==> src/rtl/complex_mac_pipe_pkg.sv <==
// complex_mac_pipe_pkg: opcode encodings and default widths for the complex MAC pipeline
package complex_mac_pipe_pkg;
  localparam int DATA_WIDTH_DEF = 16;
  localparam int FRAC_BITS_DEF = 15;
  localparam int ACC_WIDTH_DEF = 48;
  localparam int LEN_WIDTH_DEF = 8;
  localparam logic [2:0] OP_PASS = 3'b000;
  localparam logic [2:0] OP_CMULT = 3'b100;
  localparam logic [2:0] OP_MULADD = 3'b101;
  localparam logic [2:0] OP_MULSUB = 3'b110;
  localparam logic [2:0] OP_CMAC = 3'b111;
endpackage

==> src/rtl/cplx_round_sat.sv <==
// cplx_round_sat: round-half-up then saturate a wide signed fixed-point value to OUT_W bits
module cplx_round_sat
  import complex_mac_pipe_pkg::*;
#(
  parameter int IN_W = ACC_WIDTH_DEF,
  parameter int OUT_W = DATA_WIDTH_DEF,
  parameter int FRAC = FRAC_BITS_DEF
) (
  input  logic signed [IN_W-1:0]  din,
  output logic signed [OUT_W-1:0] dout,
  output logic                    sat
);
  localparam logic signed [IN_W:0] HALF = (IN_W+1)'(1) << (FRAC-1);
  localparam logic signed [IN_W:0] MAXV = {{(IN_W-OUT_W+2){1'b0}}, {(OUT_W-1){1'b1}}};
  localparam logic signed [IN_W:0] MINV = {{(IN_W-OUT_W+2){1'b1}}, {(OUT_W-1){1'b0}}};
  logic signed [IN_W:0] sh;
  logic hi, lo;
  assign sh = ((IN_W+1)'(din) + HALF) >>> FRAC;
  assign hi = sh > MAXV;
  assign lo = sh < MINV;
  assign sat = hi | lo;
  assign dout = hi ? MAXV[OUT_W-1:0] : lo ? MINV[OUT_W-1:0] : sh[OUT_W-1:0];
endmodule

==> src/rtl/complex_mac_pipe.sv <==
// complex_mac_pipe: 4-stage complex multiply / multiply-add / accumulate unit with valid-ready stall
module complex_mac_pipe
  import complex_mac_pipe_pkg::*;
#(
  parameter int DATA_WIDTH = DATA_WIDTH_DEF,
  parameter int FRAC_BITS = FRAC_BITS_DEF,
  parameter int ACC_WIDTH = ACC_WIDTH_DEF,
  parameter int LEN_WIDTH = LEN_WIDTH_DEF
) (
  input  logic                    clk,
  input  logic                    rst,
  input  logic [2:0]              opcode,
  input  logic [LEN_WIDTH-1:0]    acc_len,
  input  logic                    din_valid,
  output logic                    din_ready,
  input  logic [2*DATA_WIDTH-1:0] din_1,
  input  logic [2*DATA_WIDTH-1:0] din_2,
  input  logic [2*DATA_WIDTH-1:0] din_3,
  output logic                    dout_valid,
  input  logic                    dout_ready,
  output logic [2*DATA_WIDTH-1:0] dout,
  output logic                    sat_flag,
  input  logic                    sat_clr
);
  localparam int CW = 2*DATA_WIDTH;
  typedef logic signed [DATA_WIDTH-1:0] d_t;
  typedef logic signed [CW-1:0] p_t;
  typedef logic signed [ACC_WIDTH-1:0] acc_t;
  localparam acc_t AMAX = {1'b0, {(ACC_WIDTH-1){1'b1}}};
  localparam acc_t AMIN = {1'b1, {(ACC_WIDTH-1){1'b0}}};
  logic ce;
  assign ce = !(dout_valid && !dout_ready);
  assign din_ready = ce && !rst;
  logic v1;
  logic [2:0] op1;
  logic [LEN_WIDTH-1:0] len1;
  logic [CW-1:0] x1, y1, w1;
  always_ff @(posedge clk) begin
    if (rst) v1 <= 1'b0;
    else if (ce) begin
      v1 <= din_valid;
      op1 <= opcode;
      len1 <= acc_len;
      x1 <= din_1;
      y1 <= din_2;
      w1 <= din_3;
    end
  end
  // MULADD/MULSUB reuse the x*y product structure with w in place of x
  logic use_w;
  d_t u_i, u_q, c1, d1;
  assign use_w = op1 == OP_MULADD || op1 == OP_MULSUB;
  assign u_i = d_t'(use_w ? w1[CW-1:DATA_WIDTH] : x1[CW-1:DATA_WIDTH]);
  assign u_q = d_t'(use_w ? w1[DATA_WIDTH-1:0] : x1[DATA_WIDTH-1:0]);
  assign c1 = d_t'(y1[CW-1:DATA_WIDTH]);
  assign d1 = d_t'(y1[DATA_WIDTH-1:0]);
  logic v2;
  logic [2:0] op2;
  logic [LEN_WIDTH-1:0] len2;
  d_t a2, b2;
  p_t p_ac, p_bd, p_bc, p_ad;
  always_ff @(posedge clk) begin
    if (rst) v2 <= 1'b0;
    else if (ce) begin
      v2 <= v1;
      op2 <= op1;
      len2 <= len1;
      a2 <= d_t'(x1[CW-1:DATA_WIDTH]);
      b2 <= d_t'(x1[DATA_WIDTH-1:0]);
      p_ac <= CW'(u_i) * CW'(c1);
      p_bd <= CW'(u_q) * CW'(d1);
      p_bc <= CW'(u_q) * CW'(c1);
      p_ad <= CW'(u_i) * CW'(d1);
    end
  end
  logic signed [CW:0] sum_i, sum_q;
  acc_t prod_i, prod_q, add_i, add_q, res_i, res_q;
  assign sum_i = (CW+1)'(p_ac) - (CW+1)'(p_bd);
  assign sum_q = (CW+1)'(p_bc) + (CW+1)'(p_ad);
  assign prod_i = acc_t'(sum_i);
  assign prod_q = acc_t'(sum_q);
  // pass-through rides the same path: a<<FRAC rounds back to a exactly
  assign add_i = acc_t'(a2) <<< FRAC_BITS;
  assign add_q = acc_t'(b2) <<< FRAC_BITS;
  assign res_i = op2 == OP_CMULT ? prod_i : op2 == OP_MULADD ? add_i + prod_i :
                 op2 == OP_MULSUB ? add_i - prod_i : add_i;
  assign res_q = op2 == OP_CMULT ? prod_q : op2 == OP_MULADD ? add_q + prod_q :
                 op2 == OP_MULSUB ? add_q - prod_q : add_q;
  acc_t acc_i, acc_q, base_i, base_q, acc_n_i, acc_n_q;
  logic [LEN_WIDTH-1:0] cnt, len_q, len_in, len_eff;
  logic [LEN_WIDTH:0] cnt_p1;
  logic signed [ACC_WIDTH:0] ms_i, ms_q;
  logic is_mac, first, last, ovf_i, ovf_q;
  assign is_mac = op2 == OP_CMAC;
  assign first = cnt == '0;
  assign len_in = len2 == '0 ? LEN_WIDTH'(1) : len2;
  assign len_eff = first ? len_in : len_q;
  assign cnt_p1 = {1'b0, cnt} + (LEN_WIDTH+1)'(1);
  assign last = cnt_p1 >= {1'b0, len_eff};
  assign base_i = first ? '0 : acc_i;
  assign base_q = first ? '0 : acc_q;
  assign ms_i = (ACC_WIDTH+1)'(base_i) + (ACC_WIDTH+1)'(prod_i);
  assign ms_q = (ACC_WIDTH+1)'(base_q) + (ACC_WIDTH+1)'(prod_q);
  assign ovf_i = ms_i[ACC_WIDTH] ^ ms_i[ACC_WIDTH-1];
  assign ovf_q = ms_q[ACC_WIDTH] ^ ms_q[ACC_WIDTH-1];
  assign acc_n_i = ovf_i ? (ms_i[ACC_WIDTH] ? AMIN : AMAX) : ms_i[ACC_WIDTH-1:0];
  assign acc_n_q = ovf_q ? (ms_q[ACC_WIDTH] ? AMIN : AMAX) : ms_q[ACC_WIDTH-1:0];
  logic v3;
  acc_t r3_i, r3_q;
  always_ff @(posedge clk) begin
    if (rst) begin
      v3 <= 1'b0;
      acc_i <= '0;
      acc_q <= '0;
      cnt <= '0;
      len_q <= '0;
    end else if (ce) begin
      v3 <= v2 && (!is_mac || last);
      r3_i <= is_mac ? acc_n_i : res_i;
      r3_q <= is_mac ? acc_n_q : res_q;
      if (v2 && is_mac) begin
        acc_i <= last ? '0 : acc_n_i;
        acc_q <= last ? '0 : acc_n_q;
        cnt <= last ? '0 : cnt_p1[LEN_WIDTH-1:0];
        if (first) len_q <= len_in;
      end
    end
  end
  d_t o_i, o_q;
  logic s_i, s_q, sat_set;
  cplx_round_sat #(.IN_W(ACC_WIDTH), .OUT_W(DATA_WIDTH), .FRAC(FRAC_BITS)) u_rs_i (
    .din(r3_i), .dout(o_i), .sat(s_i)
  );
  cplx_round_sat #(.IN_W(ACC_WIDTH), .OUT_W(DATA_WIDTH), .FRAC(FRAC_BITS)) u_rs_q (
    .din(r3_q), .dout(o_q), .sat(s_q)
  );
  assign sat_set = ce && ((v3 && (s_i || s_q)) || (v2 && is_mac && (ovf_i || ovf_q)));
  always_ff @(posedge clk) begin
    if (rst) begin
      dout_valid <= 1'b0;
      dout <= '0;
      sat_flag <= 1'b0;
    end else begin
      sat_flag <= !sat_clr && (sat_flag || sat_set);
      if (ce) begin
        dout_valid <= v3;
        if (v3) dout <= {o_i, o_q};
      end
    end
  end
endmodule

==> config.mk <==
export PLATFORM = sky130hd
export DESIGN_NAME = complex_mac_pipe
export DESIGN_NICKNAME = d
export VERILOG_FILES = /design/src/rtl/complex_mac_pipe_pkg.sv /design/src/rtl/cplx_round_sat.sv /design/src/rtl/complex_mac_pipe.sv
export SDC_FILE = /design/constraint.sdc
export NUM_CORES = 2
export LEC_CHECK = 0
export CORE_MARGIN = 2
export CORE_UTILIZATION = 34
export CTS_BUF_LIST = sky130_fd_sc_hd__clkbuf_8
export CTS_CLUSTER_DIAMETER = 200
export DETAILED_ROUTE_END_ITERATION = 12
export MAX_ROUTING_LAYER = met4
export PLACE_DENSITY = 0.48
export SYNTH_ARGS = -nofsm -noshare
export SYNTH_HDL_FRONTEND = slang
export SYNTH_HIERARCHICAL = 1
export SYNTH_SLANG_ARGS = --single-unit
==> constraint.sdc <==
create_clock -name clk -period 29.8 [get_ports clk]
set_input_delay 5.96 -clock clk [delete_from_list [all_inputs] [get_ports clk]]
set_output_delay 5.96 -clock clk [all_outputs]
set_load 0.1 [all_outputs]
==> impl_results.md <==
* # resized after CTS at 0
* Via count at around 56000
* CP Capture Type: output pin
* Die width at between 400 and 500 µm
* Total congestion overflow at 0
* # fillers at roughly 22000
* Initial core utilization at 34.1%
* IO Pins at 147
* RSZ-0062 raised after global routing: no
* Relative slew margins at slightly above 10%
* Syn nets at 9764
* Layout area overhead at 9.35%
* Final setup vio count at 0
* # nets final at between 9000 and 10000
* Setup TNS at 0 ns
* Hold Path Class: register to register
* IO buf count at between 100 and 150
* H-Tree Depth at 3
* CTS tree: done
* Worst Skew at approximately 0.083 ns
* DRC viols at 0
* Most common cell after layout, fill and taps aside: inv_1
* Layout Utilization at roughly 37%
* Run status: completed
* # Post-CTS Setup Buffers at 0
* Hold-fix buffers, CTS at 0
* Placed wire-length estimate at 171 mm
* Worst-case clock buffer depth at 3
* Detail Route Antenna Nets at 0
* Syn. warnings at 6
* Vias in the first global route at roughly 59000
* Crit-path max FO at 5
* Clock net sink count at 495
* Vias/cell at about 5.1
* Die Y-Extent at about 470 µm
* Clock-pin transition on the worst setup and hold timing paths at about 0.060 ns
* Detailed Route WL at 224 mm
* Initial DRT Pass Iterations at 6
* First-pass GRT wire length at around 350 mm
* Clk_lat worst skew at a little over 0.9 ns
* Hold Fails Final Rpt at 0
* Syn Area/Cell at between 9 and 10 µm²
* Critical path arrival at about 8.0 ns
* RePlAce Congestion at between 0.9 and 1
* Max-capacitance violation count at 0
* Avg WL per Cell at about 20 µm
* Synth Cell Area at 73100 µm²
* Initial drt markers at 3360
* Setup CP Type: primary input to output pin
* Inserted Clock Buffers at between 100 and 150
* Total GRT Usage at 21.4%
* DIE AREA at approximately 220000 µm²
* Worst-Margin Slew at between 1 and 1.5 ns
* Setup crit start kind: primary input
* Pin count of the biggest net entering global routing at 149
* Clock root cell: clkbuf_8
* CP required at roughly 24 ns
* Share of layout cells above drive strength 1 at between 4 and 5%
* Clock period minus worst slack at ~14 ns
* Initial antenna violation count at 6
* Rows at 170
* Max-slew violations at 0
* Final worst-path cycle share at a little under half
* Gate Count Post-Synth at around 8000
* Commonest cells after routing, fill and taps aside: inv_1, fa_1, nand2_1
* F_max at 71.7 MHz
* Core area at between 200000 and 250000 µm²
-- flip-flops by register name, indices dropped and copies added (netlist names), 3 cells and up --
signal	count
w1	32
op1	3
len_q	8
x1	32
op2	3
cnt	8
p_ac	32
len2	8
acc_q	48
p_bc	32
acc_i	48
b2	16
p_ad	32
r3_i	34
y1	32
a2	16
dout	32
len1	8
p_bd	32
r3_q	34
-- routing by layer --
metal	global-route usage, %	routed length [µm]
met1	28.8	104000
met2	33.9	103000
met3	2.64	10600
met4	5.99	6840
met5	-	0
-- worst paths after layout --
check | start | end | slack (ns) | cells past startpoint
hold reg to reg | len1[5]$_DFFE_PP_ | len2[5]$_DFFE_PP_ | 0.42 | 0
hold / removal | len1[5]$_DFFE_PP_ | len2[5]$_DFFE_PP_ | 0.42 | 0
setup / recovery | dout_ready | din_ready | 15.86 | 4
setup reg to reg | op1[0]$_DFFE_PP_ | p_ad[30]$_DFFE_PP_ | 20.29 | 23
-- final cells by class --
| type | count | area, µm² | share of cell area [%] |
|---|---|---|---|
| clock buffer | 111 | 1530 | 1.91 |
| tap | 2838 | 3550 | 4.44 |
| timing repair buffer | 248 | 2230 | 2.79 |
| sequential | 495 | 13400 | 16.7 |
| multi-input combinational | 5799 | 53300 | 66.6 |
| clock inverter | 87 | 960 | 1.20 |
| antenna | 7 | 17.5 | 0.0219 |
| inverter | 1340 | 5030 | 6.29 |
-- metrics by stage --
step | worst slack, ns | hold WS [ns] | std cells | cell area, µm²
after floorplan | 1.91 | 0.400 | 8024 | 73100
after global placement | 15.84 | 0.413 | 10700 | 77500
after detailed placement | 15.83 | 0.413 | 10700 | 77500
after CTS | 15.82 | 0.430 | 10900 | 80000
after global routing | 15.76 | 0.432 | 10900 | 80000
final | 15.86 | 0.425 | 10900 | 80000
-- critical path: stages --
cell	delay, ns
clkdlybuf4s50_1	0.42
nor2b_1	0.49
nor2_4	0.09
clkdlybuf4s50_1	1.01
Power is not shown: default switching activity piles up to over one toggle a cycle in this logic, so the estimate is an artifact.
